===== src/rtl/rv64_fetch_pkg.sv =====
// -----------------------------------------------------------------------------
// rv64_fetch_pkg
// Shared definitions for the RV64 instruction fetch stage:
//   fetch_state_e  - request/response sequencing states of the fetch FSM
//   fetch_entry_t  - one {valid, pc, inst} entry presented to IF/ID
//   NOP_INST       - bubble instruction (addi x0,x0,0), zero-extended to 64 bits
//   INST_BYTES     - byte stride between sequential instructions
//   align_pc()     - clears the low two address bits of a target address
// -----------------------------------------------------------------------------
package rv64_fetch_pkg;

  localparam logic [63:0] NOP_INST   = 64'h0000_0000_0000_0013;
  localparam logic [63:0] INST_BYTES = 64'd4;

  typedef enum logic [1:0] {
    S_REQ  = 2'd0,  // may issue a request at fetch_pc
    S_WAIT = 2'd1,  // one request outstanding, response will be kept
    S_DROP = 2'd2   // one request outstanding, response will be discarded
  } fetch_state_e;

  typedef struct packed {
    logic        valid;
    logic [63:0] pc;
    logic [63:0] inst;
  } fetch_entry_t;

  function automatic logic [63:0] align_pc(input logic [63:0] addr);
    return {addr[63:2], 2'b00};
  endfunction

endpackage


===== src/rtl/fetch_out_buffer.sv =====
// -----------------------------------------------------------------------------
// fetch_out_buffer
// Single-entry holding register for the fetched {pc, inst, valid} presented to
// the IF/ID pipeline register. An empty entry drives pc=0 and inst=NOP.
// Ports:
//   clk, rst       - pipeline clock, synchronous active-high reset
//   fill_i         - load the entry with fill_pc_i / zero-extended fill_inst_i
//   fill_pc_i      - PC of the instruction being loaded
//   fill_inst_i    - 32-bit instruction word being loaded
//   consume_i      - IF/ID samples this edge (stall low); entry empties
//   flush_i        - redirect; entry empties, wins over fill and consume
//   pc_o, inst_o   - entry contents toward IF/ID
//   valid_o        - entry holds a real fetch
// -----------------------------------------------------------------------------
module fetch_out_buffer #(
  parameter logic [63:0] NOP_WORD = 64'h0000_0000_0000_0013
) (
  input  logic        clk,
  input  logic        rst,
  input  logic        fill_i,
  input  logic [63:0] fill_pc_i,
  input  logic [31:0] fill_inst_i,
  input  logic        consume_i,
  input  logic        flush_i,
  output logic [63:0] pc_o,
  output logic [63:0] inst_o,
  output logic        valid_o
);
  import rv64_fetch_pkg::*;

  localparam fetch_entry_t EMPTY_ENTRY = '{valid: 1'b0, pc: 64'd0, inst: NOP_WORD};

  fetch_entry_t entry_q, entry_d;

  // Priority low to high: consume, fill (same-edge refill keeps the entry
  // valid), flush.
  always_comb begin
    // NOTE: every signal assigned in a combinational block gets a default first, otherwise a latch is inferred.
    entry_d = entry_q;
    if (consume_i) begin
      entry_d = EMPTY_ENTRY;
    end
    if (fill_i) begin
      entry_d.valid = 1'b1;
      entry_d.pc    = fill_pc_i;
      entry_d.inst  = {32'd0, fill_inst_i};
    end
    if (flush_i) begin
      entry_d = EMPTY_ENTRY;
    end
  end

  always_ff @(posedge clk) begin
    // NOTE: sequential state uses non-blocking assignments so every flop samples pre-edge values.
    if (rst) begin
      entry_q <= EMPTY_ENTRY;
    end else begin
      entry_q <= entry_d;
    end
  end

  assign pc_o    = entry_q.pc;
  assign inst_o  = entry_q.inst;
  assign valid_o = entry_q.valid;

endmodule


===== src/rtl/instruction_fetch_unit.sv =====
// -----------------------------------------------------------------------------
// instruction_fetch_unit
// Fetch stage of the pipelined RV64 CPU. Owns the fetch PC, issues at most one
// instruction-memory request at a time, buffers the returned word and presents
// it with its PC to IF/ID. Honours the shared hazard stall and execute-stage
// redirects.
// Ports:
//   clk, rst        - pipeline clock, synchronous active-high reset
//   stall           - shared hazard stall; low at an edge means IF/ID consumes
//   redirect_valid  - one-cycle flush/refetch pulse
//   redirect_pc     - redirect target (low two bits ignored)
//   imem_req_valid  - request valid toward instruction memory
//   imem_req_ready  - memory accepts the request
//   imem_req_addr   - request address
//   imem_rsp_valid  - single-cycle response strobe
//   imem_rsp_data   - fetched 32-bit instruction
//   pc, inst        - PC and zero-extended instruction toward IF/ID
//   inst_valid      - pc/inst hold a real fetch
// -----------------------------------------------------------------------------
module instruction_fetch_unit #(
  parameter logic [63:0] RESET_PC = 64'h0000_0000_0000_0000,
  parameter logic [63:0] NOP_INST = 64'h0000_0000_0000_0013
) (
  input  logic        clk,
  input  logic        rst,
  input  logic        stall,
  input  logic        redirect_valid,
  input  logic [63:0] redirect_pc,
  output logic        imem_req_valid,
  input  logic        imem_req_ready,
  output logic [63:0] imem_req_addr,
  input  logic        imem_rsp_valid,
  input  logic [31:0] imem_rsp_data,
  output logic [63:0] pc,
  output logic [63:0] inst,
  output logic        inst_valid
);
  import rv64_fetch_pkg::*;

  fetch_state_e state_q, state_d;
  logic [63:0]  fetch_pc_q, fetch_pc_d;
  logic [63:0]  req_pc_q, req_pc_d;
  logic         buf_fill;

  // Next-state and request logic.
  always_comb begin
    state_d        = state_q;
    fetch_pc_d     = fetch_pc_q;
    req_pc_d       = req_pc_q;
    imem_req_valid = 1'b0;
    buf_fill       = 1'b0;

    unique case (state_q)
      S_REQ: begin
        // Issue only when the buffer is empty or drains at this edge, so a
        // response always finds the buffer free. Because an empty buffer
        // stays empty in S_REQ, a raised request stays raised until accepted.
        imem_req_valid = (!inst_valid || !stall) && !redirect_valid && !rst;
        if (imem_req_valid && imem_req_ready) begin
          req_pc_d   = fetch_pc_q;
          fetch_pc_d = fetch_pc_q + INST_BYTES;
          state_d    = S_WAIT;
        end
      end
      S_WAIT: begin
        if (imem_rsp_valid) begin
          buf_fill = !redirect_valid;
          state_d  = S_REQ;
        end else if (redirect_valid) begin
          state_d = S_DROP;
        end
      end
      S_DROP: begin
        // A redirect here re-targets fetch_pc only; the response still
        // pending (or arriving now) is the one being discarded.
        if (imem_rsp_valid) begin
          state_d = S_REQ;
        end
      end
      default: begin
        state_d = S_REQ;
      end
    endcase

    if (redirect_valid) begin
      fetch_pc_d = align_pc(redirect_pc);
    end
  end

  always_ff @(posedge clk) begin
    if (rst) begin
      state_q    <= S_REQ;
      fetch_pc_q <= RESET_PC;
      req_pc_q   <= 64'd0;
    end else begin
      state_q    <= state_d;
      fetch_pc_q <= fetch_pc_d;
      req_pc_q   <= req_pc_d;
    end
  end

  assign imem_req_addr = fetch_pc_q;

  fetch_out_buffer #(
    .NOP_WORD (NOP_INST)
  ) u_out_buf (
    .clk         (clk),
    .rst         (rst),
    .fill_i      (buf_fill),
    .fill_pc_i   (req_pc_q),
    .fill_inst_i (imem_rsp_data),
    .consume_i   (!stall),
    .flush_i     (redirect_valid),
    .pc_o        (pc),
    .inst_o      (inst),
    .valid_o     (inst_valid)
  );

endmodule


===== config.mk =====
export PLATFORM = sky130hd
export DESIGN_NAME = instruction_fetch_unit
export DESIGN_NICKNAME = d
export VERILOG_FILES = /design/src/rtl/rv64_fetch_pkg.sv /design/src/rtl/fetch_out_buffer.sv /design/src/rtl/instruction_fetch_unit.sv
export SDC_FILE = /design/constraint.sdc
export NUM_CORES = 1
export LEC_CHECK = 0
export CORE_MARGIN = 3
export CORE_UTILIZATION = 25
export CTS_BUF_LIST = sky130_fd_sc_hd__clkbuf_8
export CTS_CLUSTER_DIAMETER = 100
export CTS_CLUSTER_SIZE = 20
export DETAILED_ROUTE_END_ITERATION = 7
export PLACE_DENSITY = 0.59
export SYNTH_ARGS = -nofsm -noshare
export SYNTH_HDL_FRONTEND = slang
export SYNTH_HIERARCHICAL = 1
export SYNTH_SLANG_ARGS = --single-unit

===== constraint.sdc =====
create_clock -name clk -period 3.84 [get_ports clk]
set_input_delay 0.576 -clock clk [delete_from_list [all_inputs] [get_ports clk]]
set_output_delay 0.576 -clock clk [all_outputs]
set_load 0.02 [all_outputs]

Yosys cells after proc, flatten, opt, wreduce, memory -nomap -nowiden
Index checks and enable logic that the tools add are counted.
{ "word_totals": {"ff_bits": 227, "out_inout_bits": 194, "elab_cells": 42} }
{ "classes": {"add_sub_neg": 1, "eq_ne": 6, "n_mux": 13, "n_reduce_logical": 15} }
{ "ops": {"columns": ["cell", "n"], "rows": [
  ["2-to-1 mux 129 bit", 2],
  ["2-to-1 mux 64 bit", 3],
  ["adder 64 x 3 -> 64 bit (second input constant)", 1],
  ["2-to-1 mux 2 bit", 4],
  ["one-hot mux 2 bit (3 select lines)", 1],
  ["zero test 1 bit", 4],
  ["inequality test 2 bit (second input constant)", 2],
  ["AND reduction 2 bit", 2],
  ["nonzero test 2 bit", 2],
  ["logical AND 1 bit", 3],
  ["2-to-1 mux 1 bit", 3],
  ["inequality test 3 bit (second input constant)", 1],
  ["AND reduction 3 bit", 1],
  ["equality test 2 x 1 -> 1 bit (second input constant)", 1],
  ["equality test 2 bit (second input constant)", 1],
  ["zero test 2 bit", 1],
  ["inequality test 2 x 1 -> 1 bit (second input constant)", 1],
  ["OR reduction 2 bit", 1],
  ["logical OR 1 bit", 1]
]} }

Longest topological paths before layout
{ "depth": {"word_depth": 8, "mapped_depth": 9, "ltp_nobuf": 6} }

Cells and area by module
The synthesis kept the hierarchy.
{ "by_module_without_submodules": {"columns": ["module", "n_inst", "cells_per_inst", "area_per_inst_um2"], "rows": [
  ["instruction_fetch_unit", 1, 808, 6170.9],
  ["fetch_out_buffer", 1, 463, 4145.2]
]} }

Worst setup path after synthesis
OpenSTA, ideal clock, no wires.
{ "synth_path": {"path_kind": "input to register", "from": "input redirect_valid", "to": "register u_out_buf.entry_q (netlist bit u_out_buf/pc_o[51])", "setup_time_ps": 70, "arrival_time_ps": 2275, "required_ps": 3770, "path_slack_ps": 1494, "path_stages": 9, "path_buffers": 6, "path_cell_list": "clkbuf_1 -> clkbuf_1 -> clkbuf_1 -> nor4bb_1 -> buf_6 -> buf_6 -> buf_2 -> nand2_1 -> a21oi_1"} }
{ "synth_between": {"elab_chain_len": 4, "elab_cells_between_ends": 6} }
{ "synth_lines": {"columns": ["element", "line_no", "rtl"], "rows": [
  ["start: declaration", "instruction_fetch_unit.sv:27", "input logic redirect_valid,"],
  ["zero test 1 bit (*)", "instruction_fetch_unit.sv:67", "buf_fill = !redirect_valid;"],
  ["2-to-1 mux 1 bit (*)", "instruction_fetch_unit.sv:66", "if (imem_rsp_valid) begin"],
  ["2-to-1 mux 1 bit (*)", "instruction_fetch_unit.sv:53", "unique case (state_q)"],
  ["named net buf_fill", "instruction_fetch_unit.sv:43", "logic buf_fill;"],
  ["inequality test 2 x 1 -> 1 bit (no source line) / 2-to-1 mux 129 bit (equally long branches)", null, null],
  ["end signal: assignment", "fetch_out_buffer.sv:58", "entry_q <= entry_d;"],
  ["end: declaration", "fetch_out_buffer.sv:33", "fetch_entry_t entry_q, entry_d;"]
]} }
The timed path passes the listed nets; every way through them passes the cells marked *.
A chain may end at the register's enable or synchronous reset.

Final worst setup path
{ "layout_path": {"from": "register state_q[1]", "to": "output imem_req_valid"} }
{ "layout_between": {"elab_chain_len": 2} }
{ "layout_lines": {"columns": ["element", "line_no", "rtl"], "rows": [
  ["start: declaration", "instruction_fetch_unit.sv:40", "fetch_state_e state_q, state_d;"],
  ["start signal: assignment", "instruction_fetch_unit.sv:96", "state_q <= state_d;"],
  ["zero test 2 bit", "instruction_fetch_unit.sv:53", null],
  ["2-to-1 mux 1 bit", "instruction_fetch_unit.sv:53", null],
  ["end: declaration", "instruction_fetch_unit.sv:29", "output logic imem_req_valid,"]
]} }
No other way between the ends.

==> summary.txt <==
Die
  • I/O Pins: 296
  • Core area: 40,300 um^2
  • Starting density of the core: 25.6%
  • # rows: 73
  • Die ar.: 43,700 um^2
  • Die height: 209 um
  • Die Wd: 209 um

Logic synthesis
  • Yosys Warn Count: 6
  • Mapped cell area: 10,300 um^2
  • Leading area contributor after synthesis: dfxtp_1
  • Register area share after synthesis: 43.3%
  • Mapped Avg Cell Area: 8.12 um^2
  • Top cells by area, synth: dfxtp_1, nand2_1, a21oi_1
  • Synth top area share: 43.3%
  • Netlist cell types: 67
  • Asr flop ratio synth: 0%
  • EDFF count, synth: 0
  • Ys flop type: dfxtp_1
  • Synth Register Bits: 223
  • Synth Instances: 1,271

Detailed routing
  • TritonRoute pass-1 iters: 6
  • Vias/cell: 4.94
  • Post-DRT Antenna Nets: 0
  • WL per Instance: 18.1 um
  • DR iter-0 viols: 613
  • Total routed wirelength: 36,000 um
  • DRC viols: 0
  • Via Count: 9,841

Timing
  • Fmax: 0.358 GHz
  • Final period util: 72.6%
  • Worst Tran Pin Value: 859 ps
  • RSZ-0062 raised after global routing: false
  • Final min period: 2790 ps
  • Clock skew: 19.5 ps
  • Slew Limit Fails: 0
  • Endpoints failing hold: 0
  • Relative slew slack: 42.7%
  • Setup TNS: 0 ps
  • Setup-failing EPs final: 0

Final layout
  • Most frequent cells in the layout: nand2_1, clkdlybuf4s50_1, dfxtp_1
  • Commonest non-fill, non-tap cell in the layout: nand2_1
  • Nets: 1,567
  • Layout fillers: 4,225
  • Finished Layout Cells: 1,993
  • Multi-input logic area: 5180 um^2
  • Share of cells above drive strength 1: 4.91%
  • Area growth, synth to finish: 30.3%
  • FF+latch area: 4460 um^2

Worst setup path
  • WP data required: 3260 ps
  • CP Capture Type: output pin
  • Startpoint Class: register
  • Type of the worst setup path: register to output pin
  • Maximum fanout along the worst path: 6
  • CP Data Arrival Time: 2210 ps

Pwr
  • Maximum vdd ir drop: 0.147 mV
  • Pint: 3.02 mW
  • Power Dens Cells: 314 nW/um^2
  • Tot Pwr: 4.22 mW
  • Part of the power in combinational logic: 13.3%
  • Sw Ratio: 28.3%
  • Leak: 4.24 nW
  • Psw: 1.19 mW
  • Part of the power in registers: 58.2%
  • Clock power share: 28.4%

Placed design
  • Dpl cells: 1,972
  • Dpl hpwl: 25,300 um
  • I/O Buffers: 259
  • GP Congestion: 0.807

Outcome
  • Status: complete, no violations

Clock network
  • Clock insertion delay at the later pin of the skew report: 540 ps
  • Buffer count from post-CTS setup fixing: 0
  • Clock root buffer: clkbuf_8
  • Cts hold-fix bufs: 0
  • CTS Sinks: 223
  • TritonCTS buffer count: 15
  • CTS tree: done
  • Post-CTS resize count: 0
  • Clk slew on worst S/H paths: 130 ps
  • H-tree levels: 1
  • Clk buf depth: 3

GRT
  • Initial antenna violation count: 3
  • Global-route wire length before repair: 55,200 um
  • Largest net degree at the start of global routing: 172
  • Vias in the first global route: 9,257
  • Total grt overflow: 0
  • Total track usage: 15.6%

Worst hold path
  • Worst hold path class: input port to register

Run
  • Number of max-cap violations: 0
## power by group through the flow
stage | Clock (mW) | Sequential, mW | Combinational (mW)
after floorplan | 0 | 2.53 | 0.265
after global placement | 0 | 2.50 | 0.561
after detailed placement | 0 | 2.51 | 0.565
after CTS | 1.27 | 2.45 | 0.568
after global routing | 1.35 | 2.47 | 0.609
final | 1.20 | 2.46 | 0.562
## critical path, stage by stage, from the launching register on
cell and delay, ps:
dfxtp_1 400, or3_1 460, nor2_1 120, clkdlybuf4s50_1 690
## synthesized netlist by cell type (all sizes together) (3+ instances only)
master / count
o21bai: 4
o31ai: 4
or4: 18
or3: 10
a22oi: 4
nor2: 42
mux2: 3
a211oi: 3
and3: 14
clkbuf: 66
o21ai: 21
a32oi: 8
a21oi: 179
o211ai: 5
nor4: 5
or3b: 93
dfxtp: 223
and4: 10
xor2: 7
nand3: 30
nand2: 264
nand4: 31
o221ai: 8
inv: 12
and2: 20
a31oi: 35
a21o: 3
a41oi: 5
nor2b: 4
or2: 4
buf: 80
nor3: 16
a311oi: 4
o22ai: 7
## worst paths after layout
| kind | start | to | slack (ps) | cells after the start |
|---|---|---|---|---|
| worst min-delay path | rst | req_pc_q[44]$_SDFFE_PP0P_ | 320 | 2 |
| worst max register to register | imem_req_addr[35]$_SDFFE_PP0P_ | imem_req_addr[61]$_SDFFE_PP0P_ | 1240 | 5 |
| worst max-delay path | state_q[1]$_SDFFE_PP0P_ | imem_req_valid | 1050 | 3 |
| worst min register to register | req_pc_q[36]$_SDFFE_PP0P_ | u_out_buf/pc_o[36]$_SDFFE_PP0P_ | 450 | 2 |
## per-stage QoR
stage                     area (um^2)  utilization (%)  hold slack (ps)  setup WS [ps]
after floorplan                 10400                -              436           1490
after global placement          13200             32.7              444            887
after detailed placement        13200             32.7              446            832
after CTS                       13400             33.4              285           1010
after global routing            13400             33.4              280            951
final                           13400             33.4              317           1050
## area by class of cell
type | instances | share of cell area (%)
Multi-Input combinational cell | 924 | 38.5
Sequential cell | 223 | 33.2
Timing Repair Buffer | 288 | 21.1
Tap cell | 525 | 4.89
Clock buffer | 17 | 1.74
Inverter | 12 | 0.344
Clock inverter | 3 | 0.149
Antenna cell | 1 | 0.0186
## layer usage
layer | up-vias | share of wire [%] | global-route usage (%) | wire, um
met3 | 44 | 7.7 | 3.92 | 2760
met2 | 335 | 43 | 23.8 | 15600
met4 | 6 | 2.1 | 3.74 | 741
li1 | 4813 | - | - | -
met5 | - | 0.13 | 0 | 47
met1 | 4643 | 47 | 22.2 | 16800
## sequential cells by signal (all words and copies together) (netlist names)
register	flops
u_out_buf/inst_o	32
u_out_buf/pc_o	64
state_q	2
u_out_buf/valid_o	1
req_pc_q	62
imem_req_addr	62
## cells by family after synthesis
family | synth area share (%)
simple gates | 29.7
compound gates | 17.4
flops | 43.3
buf+inv | 8.19
xor+xnor | 0.764
mux | 0.424
other cells | 0.0728
fa+ha+maj | 0.121
Note: power is estimated with default switching activity, not from simulation.
